$ cat config.mk
export PLATFORM = sky130hd
export DESIGN_NAME = icache_sa
export DESIGN_NICKNAME = d
export VERILOG_FILES = /design/src/rtl/icache_sa_pkg.sv /design/src/rtl/icache_sa_way.sv /design/src/rtl/icache_sa.sv
export SDC_FILE = /design/constraint.sdc
export NUM_CORES = 2
export LEC_CHECK = 0
export CORE_ASPECT_RATIO = 0.75
export CORE_MARGIN = 5
export CORE_UTILIZATION = 55
export CTS_CLUSTER_DIAMETER = 40
export DETAILED_ROUTE_END_ITERATION = 6
export HOLD_SLACK_MARGIN = 0.03
export PLACE_DENSITY = 0.72
export SYNTH_ARGS = -nofsm -noshare
export SYNTH_HDL_FRONTEND = slang
export SYNTH_HIERARCHICAL = 1
export SYNTH_MEMORY_MAX_BITS = 65536
export SYNTH_SLANG_ARGS = --single-unit
export TNS_END_PERCENT = 20
$ cat constraint.sdc
create_clock -name clk -period 37.8 [get_ports clk]
set_clock_uncertainty 0.2 [all_clocks]
set_input_delay 11.34 -clock clk [delete_from_list [all_inputs] [get_ports clk]]
set_output_delay 11.34 -clock clk [all_outputs]
set_load 0.005 [all_outputs]
$ cat src/rtl/icache_sa_pkg.sv
// Shared types and address-geometry helpers for the set-associative I-cache.
package icache_sa_pkg;

  typedef logic [1:0] state_t;
  localparam state_t ST_IDLE  = 2'd0;
  localparam state_t ST_FILL  = 2'd1;
  localparam state_t ST_FLUSH = 2'd2;

  // Line address (byte address without the offset) for the default 32-bit / 256-bit geometry.
  typedef logic [26:0] line_addr_t;

  function automatic int offset_w(input int line_bits);
    return $clog2(line_bits / 8);
  endfunction

  function automatic int index_w(input int num_sets);
    return $clog2(num_sets);
  endfunction

  function automatic int tag_w(input int addr_w, input int line_bits, input int num_sets);
    return addr_w - offset_w(line_bits) - index_w(num_sets);
  endfunction

  function automatic int way_w(input int num_ways);
    return (num_ways > 1) ? $clog2(num_ways) : 1;
  endfunction

endpackage

$ cat src/rtl/icache_sa_way.sv
// One way of the I-cache: per-set tag/valid/data flops plus the hit compare.
module icache_sa_way
  import icache_sa_pkg::*;
#(
  parameter int NUM_SETS  = 8,
  parameter int LINE_BITS = 256,
  parameter int TAG_W     = 24
) (
  input  logic                          clk,
  input  logic                          rst_n,
  input  logic [index_w(NUM_SETS)-1:0]  lookup_index,
  input  logic [TAG_W-1:0]              lookup_tag,
  output logic                          hit,
  output logic [LINE_BITS-1:0]          lookup_line,
  input  logic [index_w(NUM_SETS)-1:0]  fill_index,
  output logic                          fill_valid,
  input  logic                          fill_en,
  input  logic [TAG_W-1:0]              fill_tag,
  input  logic [LINE_BITS-1:0]          fill_line,
  input  logic                          clear_en,
  input  logic [index_w(NUM_SETS)-1:0]  clear_index
);

  logic [NUM_SETS-1:0]  valid;
  logic [TAG_W-1:0]     tags  [NUM_SETS];
  logic [LINE_BITS-1:0] lines [NUM_SETS];

  always_ff @(posedge clk or negedge rst_n) begin
    if (!rst_n) begin
      valid <= '0;
    end else if (clear_en) begin
      valid[clear_index] <= 1'b0;
    end else if (fill_en) begin
      valid[fill_index] <= 1'b1;
    end
  end

  // NOTE: tag and data arrays carry no reset; the valid bits alone define
  // whether a line means anything, so the payload needs no reset tree.
  always_ff @(posedge clk) begin
    if (fill_en) begin
      tags[fill_index]  <= fill_tag;
      lines[fill_index] <= fill_line;
    end
  end

  assign hit         = valid[lookup_index] && (tags[lookup_index] == lookup_tag);
  assign lookup_line = lines[lookup_index];
  assign fill_valid  = valid[fill_index];

endmodule

$ cat src/rtl/icache_sa.sv
// Set-associative read-only I-cache: lookup, line fill with round-robin
// replacement, and a one-set-per-cycle invalidate-all walk.
module icache_sa
  import icache_sa_pkg::*;
#(
  parameter int NUM_SETS  = 8,
  parameter int NUM_WAYS  = 2,
  parameter int LINE_BITS = 256,
  parameter int ADDR_W    = 32
) (
  input  logic                 clk,
  input  logic                 rst_n,
  input  logic                 mem_read,
  input  logic [ADDR_W-1:0]    mem_address,
  output logic                 mem_resp,
  output logic [31:0]          mem_rdata,
  input  logic                 flush,
  output logic                 flush_busy,
  output logic                 pmem_read,
  output logic [ADDR_W-1:0]    pmem_address,
  input  logic                 pmem_resp,
  input  logic [LINE_BITS-1:0] pmem_rdata,
  output logic                 if_miss,
  output logic                 miss_sig,
  output logic                 hit_evt
);

  localparam int OFF_W   = offset_w(LINE_BITS);
  localparam int IDX_W   = index_w(NUM_SETS);
  localparam int TAG_W   = tag_w(ADDR_W, LINE_BITS, NUM_SETS);
  localparam int WAY_W   = way_w(NUM_WAYS);
  localparam int LADDR_W = ADDR_W - OFF_W;
  localparam int WORDS   = LINE_BITS / 32;

  state_t               state;
  logic                 flush_pend;
  logic [IDX_W-1:0]     flush_cnt;
  logic [LADDR_W-1:0]   fill_addr;
  logic [WAY_W-1:0]     rr_ptr [NUM_SETS];

  logic [IDX_W-1:0]     req_index;
  logic [TAG_W-1:0]     req_tag;
  logic [OFF_W-3:0]     word_sel;
  logic [IDX_W-1:0]     fill_index;
  logic [TAG_W-1:0]     fill_tag;

  logic [NUM_WAYS-1:0]  hit_vec;
  logic [NUM_WAYS-1:0]  fill_valid;
  logic [LINE_BITS-1:0] way_line [NUM_WAYS];
  logic [LINE_BITS-1:0] hit_line;
  logic [WORDS-1:0][31:0] hit_words;
  logic [WAY_W-1:0]     victim;
  logic                 use_rr;

  logic any_hit, lookup, fill_done, flush_req;
  logic unused_addr_bits;

  assign req_index  = mem_address[OFF_W +: IDX_W];
  assign req_tag    = mem_address[ADDR_W-1 -: TAG_W];
  assign word_sel   = mem_address[OFF_W-1:2];
  assign fill_index = fill_addr[IDX_W-1:0];
  assign fill_tag   = fill_addr[LADDR_W-1 -: TAG_W];
  assign unused_addr_bits = &{1'b0, mem_address[1:0]};

  assign flush_req = flush || flush_pend;
  assign lookup    = (state == ST_IDLE) && !flush_req && mem_read;
  assign any_hit   = |hit_vec;
  assign fill_done = (state == ST_FILL) && pmem_resp;

  for (genvar w = 0; w < NUM_WAYS; w++) begin : g_way
    icache_sa_way #(
      .NUM_SETS  (NUM_SETS),
      .LINE_BITS (LINE_BITS),
      .TAG_W     (TAG_W)
    ) u_way (
      .clk          (clk),
      .rst_n        (rst_n),
      .lookup_index (req_index),
      .lookup_tag   (req_tag),
      .hit          (hit_vec[w]),
      .lookup_line  (way_line[w]),
      .fill_index   (fill_index),
      .fill_valid   (fill_valid[w]),
      .fill_en      (fill_done && (victim == WAY_W'(w))),
      .fill_tag     (fill_tag),
      .fill_line    (pmem_rdata),
      .clear_en     (state == ST_FLUSH),
      .clear_index  (flush_cnt)
    );
  end

  // NOTE: combinational blocks use blocking '=' and give every output a
  // default first, so no path can leave a value held (no latch).
  always_comb begin
    hit_line = '0;
    for (int w = 0; w < NUM_WAYS; w++) begin
      if (hit_vec[w]) hit_line = hit_line | way_line[w];
    end
  end

  // Lowest invalid way wins; only a full set falls back to the round-robin pointer.
  always_comb begin
    victim = rr_ptr[fill_index];
    use_rr = 1'b1;
    for (int w = 0; w < NUM_WAYS; w++) begin
      if (use_rr && !fill_valid[w]) begin
        victim = WAY_W'(w);
        use_rr = 1'b0;
      end
    end
  end

  always_ff @(posedge clk or negedge rst_n) begin
    if (!rst_n) begin
      state      <= ST_IDLE;
      flush_pend <= 1'b0;
      flush_cnt  <= '0;
      fill_addr  <= '0;
    end else begin
      case (state)
        ST_IDLE: begin
          if (flush_req) begin
            state      <= ST_FLUSH;
            flush_pend <= 1'b0;
            flush_cnt  <= '0;
          end else if (mem_read && !any_hit) begin
            state     <= ST_FILL;
            fill_addr <= mem_address[ADDR_W-1:OFF_W];
          end
        end
        ST_FILL: begin
          if (pmem_resp) begin
            flush_pend <= 1'b0;
            flush_cnt  <= '0;
            state      <= flush_req ? ST_FLUSH : ST_IDLE;
          end else if (flush) begin
            flush_pend <= 1'b1;
          end
        end
        ST_FLUSH: begin
          flush_cnt <= flush_cnt + IDX_W'(1);
          if (&flush_cnt) state <= ST_IDLE;
        end
        default: state <= ST_IDLE;
      endcase
    end
  end

  always_ff @(posedge clk or negedge rst_n) begin
    if (!rst_n) begin
      for (int s = 0; s < NUM_SETS; s++) rr_ptr[s] <= '0;
    end else if (state == ST_FLUSH) begin
      rr_ptr[flush_cnt] <= '0;
    end else if (fill_done && use_rr) begin
      rr_ptr[fill_index] <= (NUM_WAYS > 1) ? rr_ptr[fill_index] + WAY_W'(1) : '0;
    end
  end

  assign hit_words    = hit_line;
  assign mem_resp     = lookup && any_hit;
  assign hit_evt      = mem_resp;
  assign if_miss      = lookup && !any_hit;
  assign mem_rdata    = mem_resp ? hit_words[word_sel] : 32'h0;
  assign pmem_read    = (state == ST_FILL);
  assign miss_sig     = pmem_read;
  assign pmem_address = pmem_read ? {fill_addr, {OFF_W{1'b0}}} : '0;
  assign flush_busy   = flush_pend || (state == ST_FLUSH);

endmodule

==> metrics.csv <==
metric;value;unit
Post-synth top cells;edfxtp_1, mux4_2, mux2_2;
Final ANT Viol Nets;0;
Core Util, Final;0.629;
Yosys cell types;60;
Multi-input gate area;37500;um^2
actual slew at the worst max-slew pin;1.45;ns
Final GP Congestion;0.783;
critical path type;input pin to output port;
initial antenna violation count;112;
Setup crit end kind;output port;
share of layout cells above drive strength 1;0.307;
ranking of synthesized cells by area;edfxtp_1, mux4_2, mux2_2, dfrtp_1, a221oi_1;
clk buf depth;4;
status;complete, no violations;
Tot Pwr;10.8;mW
power share of the sequential group;0.526;
Core Area;317000;um^2
setup bufs post-CTS;0;
clock sinks;4537;
DR iter-0 viols;11200;
drt wl/cell;33.8;um
Post-synth ARST share;0.0126;
slowest stage delay, CP;0.83;ns
DR pass1 iterations;5;
Die ar.;330000;um^2
PwrDens;54.2;nW/um^2
element type at the critical path start;input pin;
Max Slew Vio Count;0;
Leak;62.1;nW
crit path max fanout;84;
number of flops mapped to enable cells by yosys;4480;
Reg clk slew, reported paths;0.06;ns
Register Area;136000;um^2
P_sw;2.29;mW
cell taking the most area after synthesis;edfxtp_1;
switching share of power;0.212;
CTS H-tree depth;5;
grt total ovfl;0;
crit-path cells;buf_8 > buf_4 > buf_4 > mux4_2 > mux2i_1 > xnor2_1 > nor2_1 > nand4_1 > nor4_4 > buf_4 > buf_12 > buf_4 > a22oi_1 > a21oi_1 > a22oi_1 > o221ai_1 > clkdlybuf4s50_1;
Nets;8361;
Cell Rows;179;
Critical Path AT;19.77;ns
pin count of the biggest net entering global routing;140;
Mean Syn Cell Area;23.4;um^2
initial core utilization;0.553;
f_max;31.9;MHz
Required @ worst endpoint;26.26;ns
Via density;6.56;
post-synthesis cell count;7498;
vias in the first global route;85200;
post-synthesis sequential area ratio;0.775;
total track usage;0.260;
most used cell, CP;buf_4;
CTS-repair resized insts;0;
boundary pin count;363;
most common cell in the netlist;edfxtp_1;
TritonCTS clock tree;built;
Hold Path Class;flop to flop;
RSZ-0062 raised after global routing;no;
Num CTS Buffers;472;
Synth top area share;0.767;
ys flop type;edfxtp_1;
final-report hold violation count;0;
Max-slew headroom;0.0334;
Fillers;20500;
chip height;499;um
setup ws final;6.49;ns
Post-CTS Hold Buffers;0;
Synth Warn #;6;
Final setup viols;0;
clock latency on the worst-skew pair;0.92;ns
die width;662;um
DPL Wire Length;231000;um
Final period util;0.828;
Layout Area Growth over Synthesis;13.9;%
Int Power;8.53;mW
vias;83800;
Peak VDD IR;0.0474;mV
clock tree root buffer cell;clkbuf_16;
drt total wl;432000;um
first-pass GRT wire length;619000;um
drt drc;0;
CP max-delay cell;buf_4;
Mapped Area;175000;um^2
DP Worst Slack;6.52;ns
synthesis-stage register bit count;4537;
Combinational Power Share;0.047;
maximum capacitance violations;0;
Port Buffer Count;355;
minimum clock period;31.31;ns
clock power share;0.427;
[placed cells by master (no fill, tap or decap), types with 83 or more instances in the layout]
cell type,count
edfxtp_1,4480
mux4_2,1080
mux2_2,572
clkbuf_16,479
clkdlybuf4s50_1,350
a22oi_1,161
buf_4,153
a221oi_1,144
mux2i_1,84
clkinv_2,83
[metal layers]
metal  GRT usage  share of wire  wire [um]
met1       0.380           0.39     169000
met2       0.398           0.47     204000
met3      0.0580           0.10      44400
met4      0.0830          0.033      14100
met5           0        0.00050        215
[per-stage QoR]
step	TNS, ns	area (um^2)	hold WS [ns]	cells
floorplan	-1247.99	175000	0.271	7502
global placement	0	184000	0.301	11800
detailed placement	0	184000	0.304	11800
CTS	0	200000	0.325	12700
global route	0	200000	0.358	12700
finish	0	200000	0.322	12800
[flip-flops by register name, summed over array words and instances (netlist names)]
signal             count
flush_cnt              3
flush_pend             1
g_way.u_way/lines   4096
rr_ptr                 8
state                  2
g_way.u_way/valid     16
fill_addr             27
g_way.u_way/tags     384
[kinds of logic after synthesis]
kind of cell | synth area share
XOR/XNOR | 0.00230
other | 0.0000214
multiplexers | 0.181
adder cells (fa/ha/maj) | 0.000143
AO/OA/AOI/OAI | 0.0239
flip-flops | 0.775
buffers and inverters | 0.0118
AND/OR/NAND/NOR | 0.00567
[critical path, delay by kind of cell]
kind | cells | cell delay, ns
buffers and inverters | 7 | 4.61
AO/OA/AOI/OAI | 4 | 1.74
multiplexers | 2 | 0.84
AND/OR/NAND/NOR | 3 | 0.77
XOR/XNOR | 1 | 0.12
[power by group through the flow]
| stage | registers [mW] | logic, mW | clock network [mW] |
|---|---|---|---|
| after floorplan | 5.78 | 0.311 | 0 |
| after global placement | 5.79 | 0.487 | 0 |
| after detailed placement | 5.80 | 0.501 | 0 |
| after CTS | 5.70 | 0.504 | 4.68 |
| after global routing | 5.70 | 0.539 | 4.91 |
| final | 5.70 | 0.504 | 4.62 |
[layout make-up]
cell class | count | share of cell area
Antenna cell | 63 | 0.000789
Clock buffer | 543 | 0.0615
Timing Repair Buffer | 529 | 0.0258
Inverter | 6 | 0.000113
Tap cell | 4253 | 0.0266
Sequential cell | 4537 | 0.681
Multi-Input combinational cell | 2520 | 0.188
Clock inverter | 327 | 0.0167
[worst paths after layout]
path                                              start                            to  slack, ns  depth (start not counted)
min in group asynchronous                         rst_n                 fill_addr[14]      10.44                          2
worst min-delay path            g_way[1].u_way/valid[0]       g_way[1].u_way/valid[0]       0.32                          2
worst min register to register  g_way[1].u_way/valid[0]       g_way[1].u_way/valid[0]       0.32                          2
max in group asynchronous                         rst_n                  fill_addr[5]      26.29                          2
worst max-delay path                     mem_address[6]                  mem_rdata[3]       6.49                         17
worst max register to register             fill_addr[1]  g_way[1].u_way/lines[6][131]      31.00                         13
No activity file was read; power rests on OpenSTA's default activity.
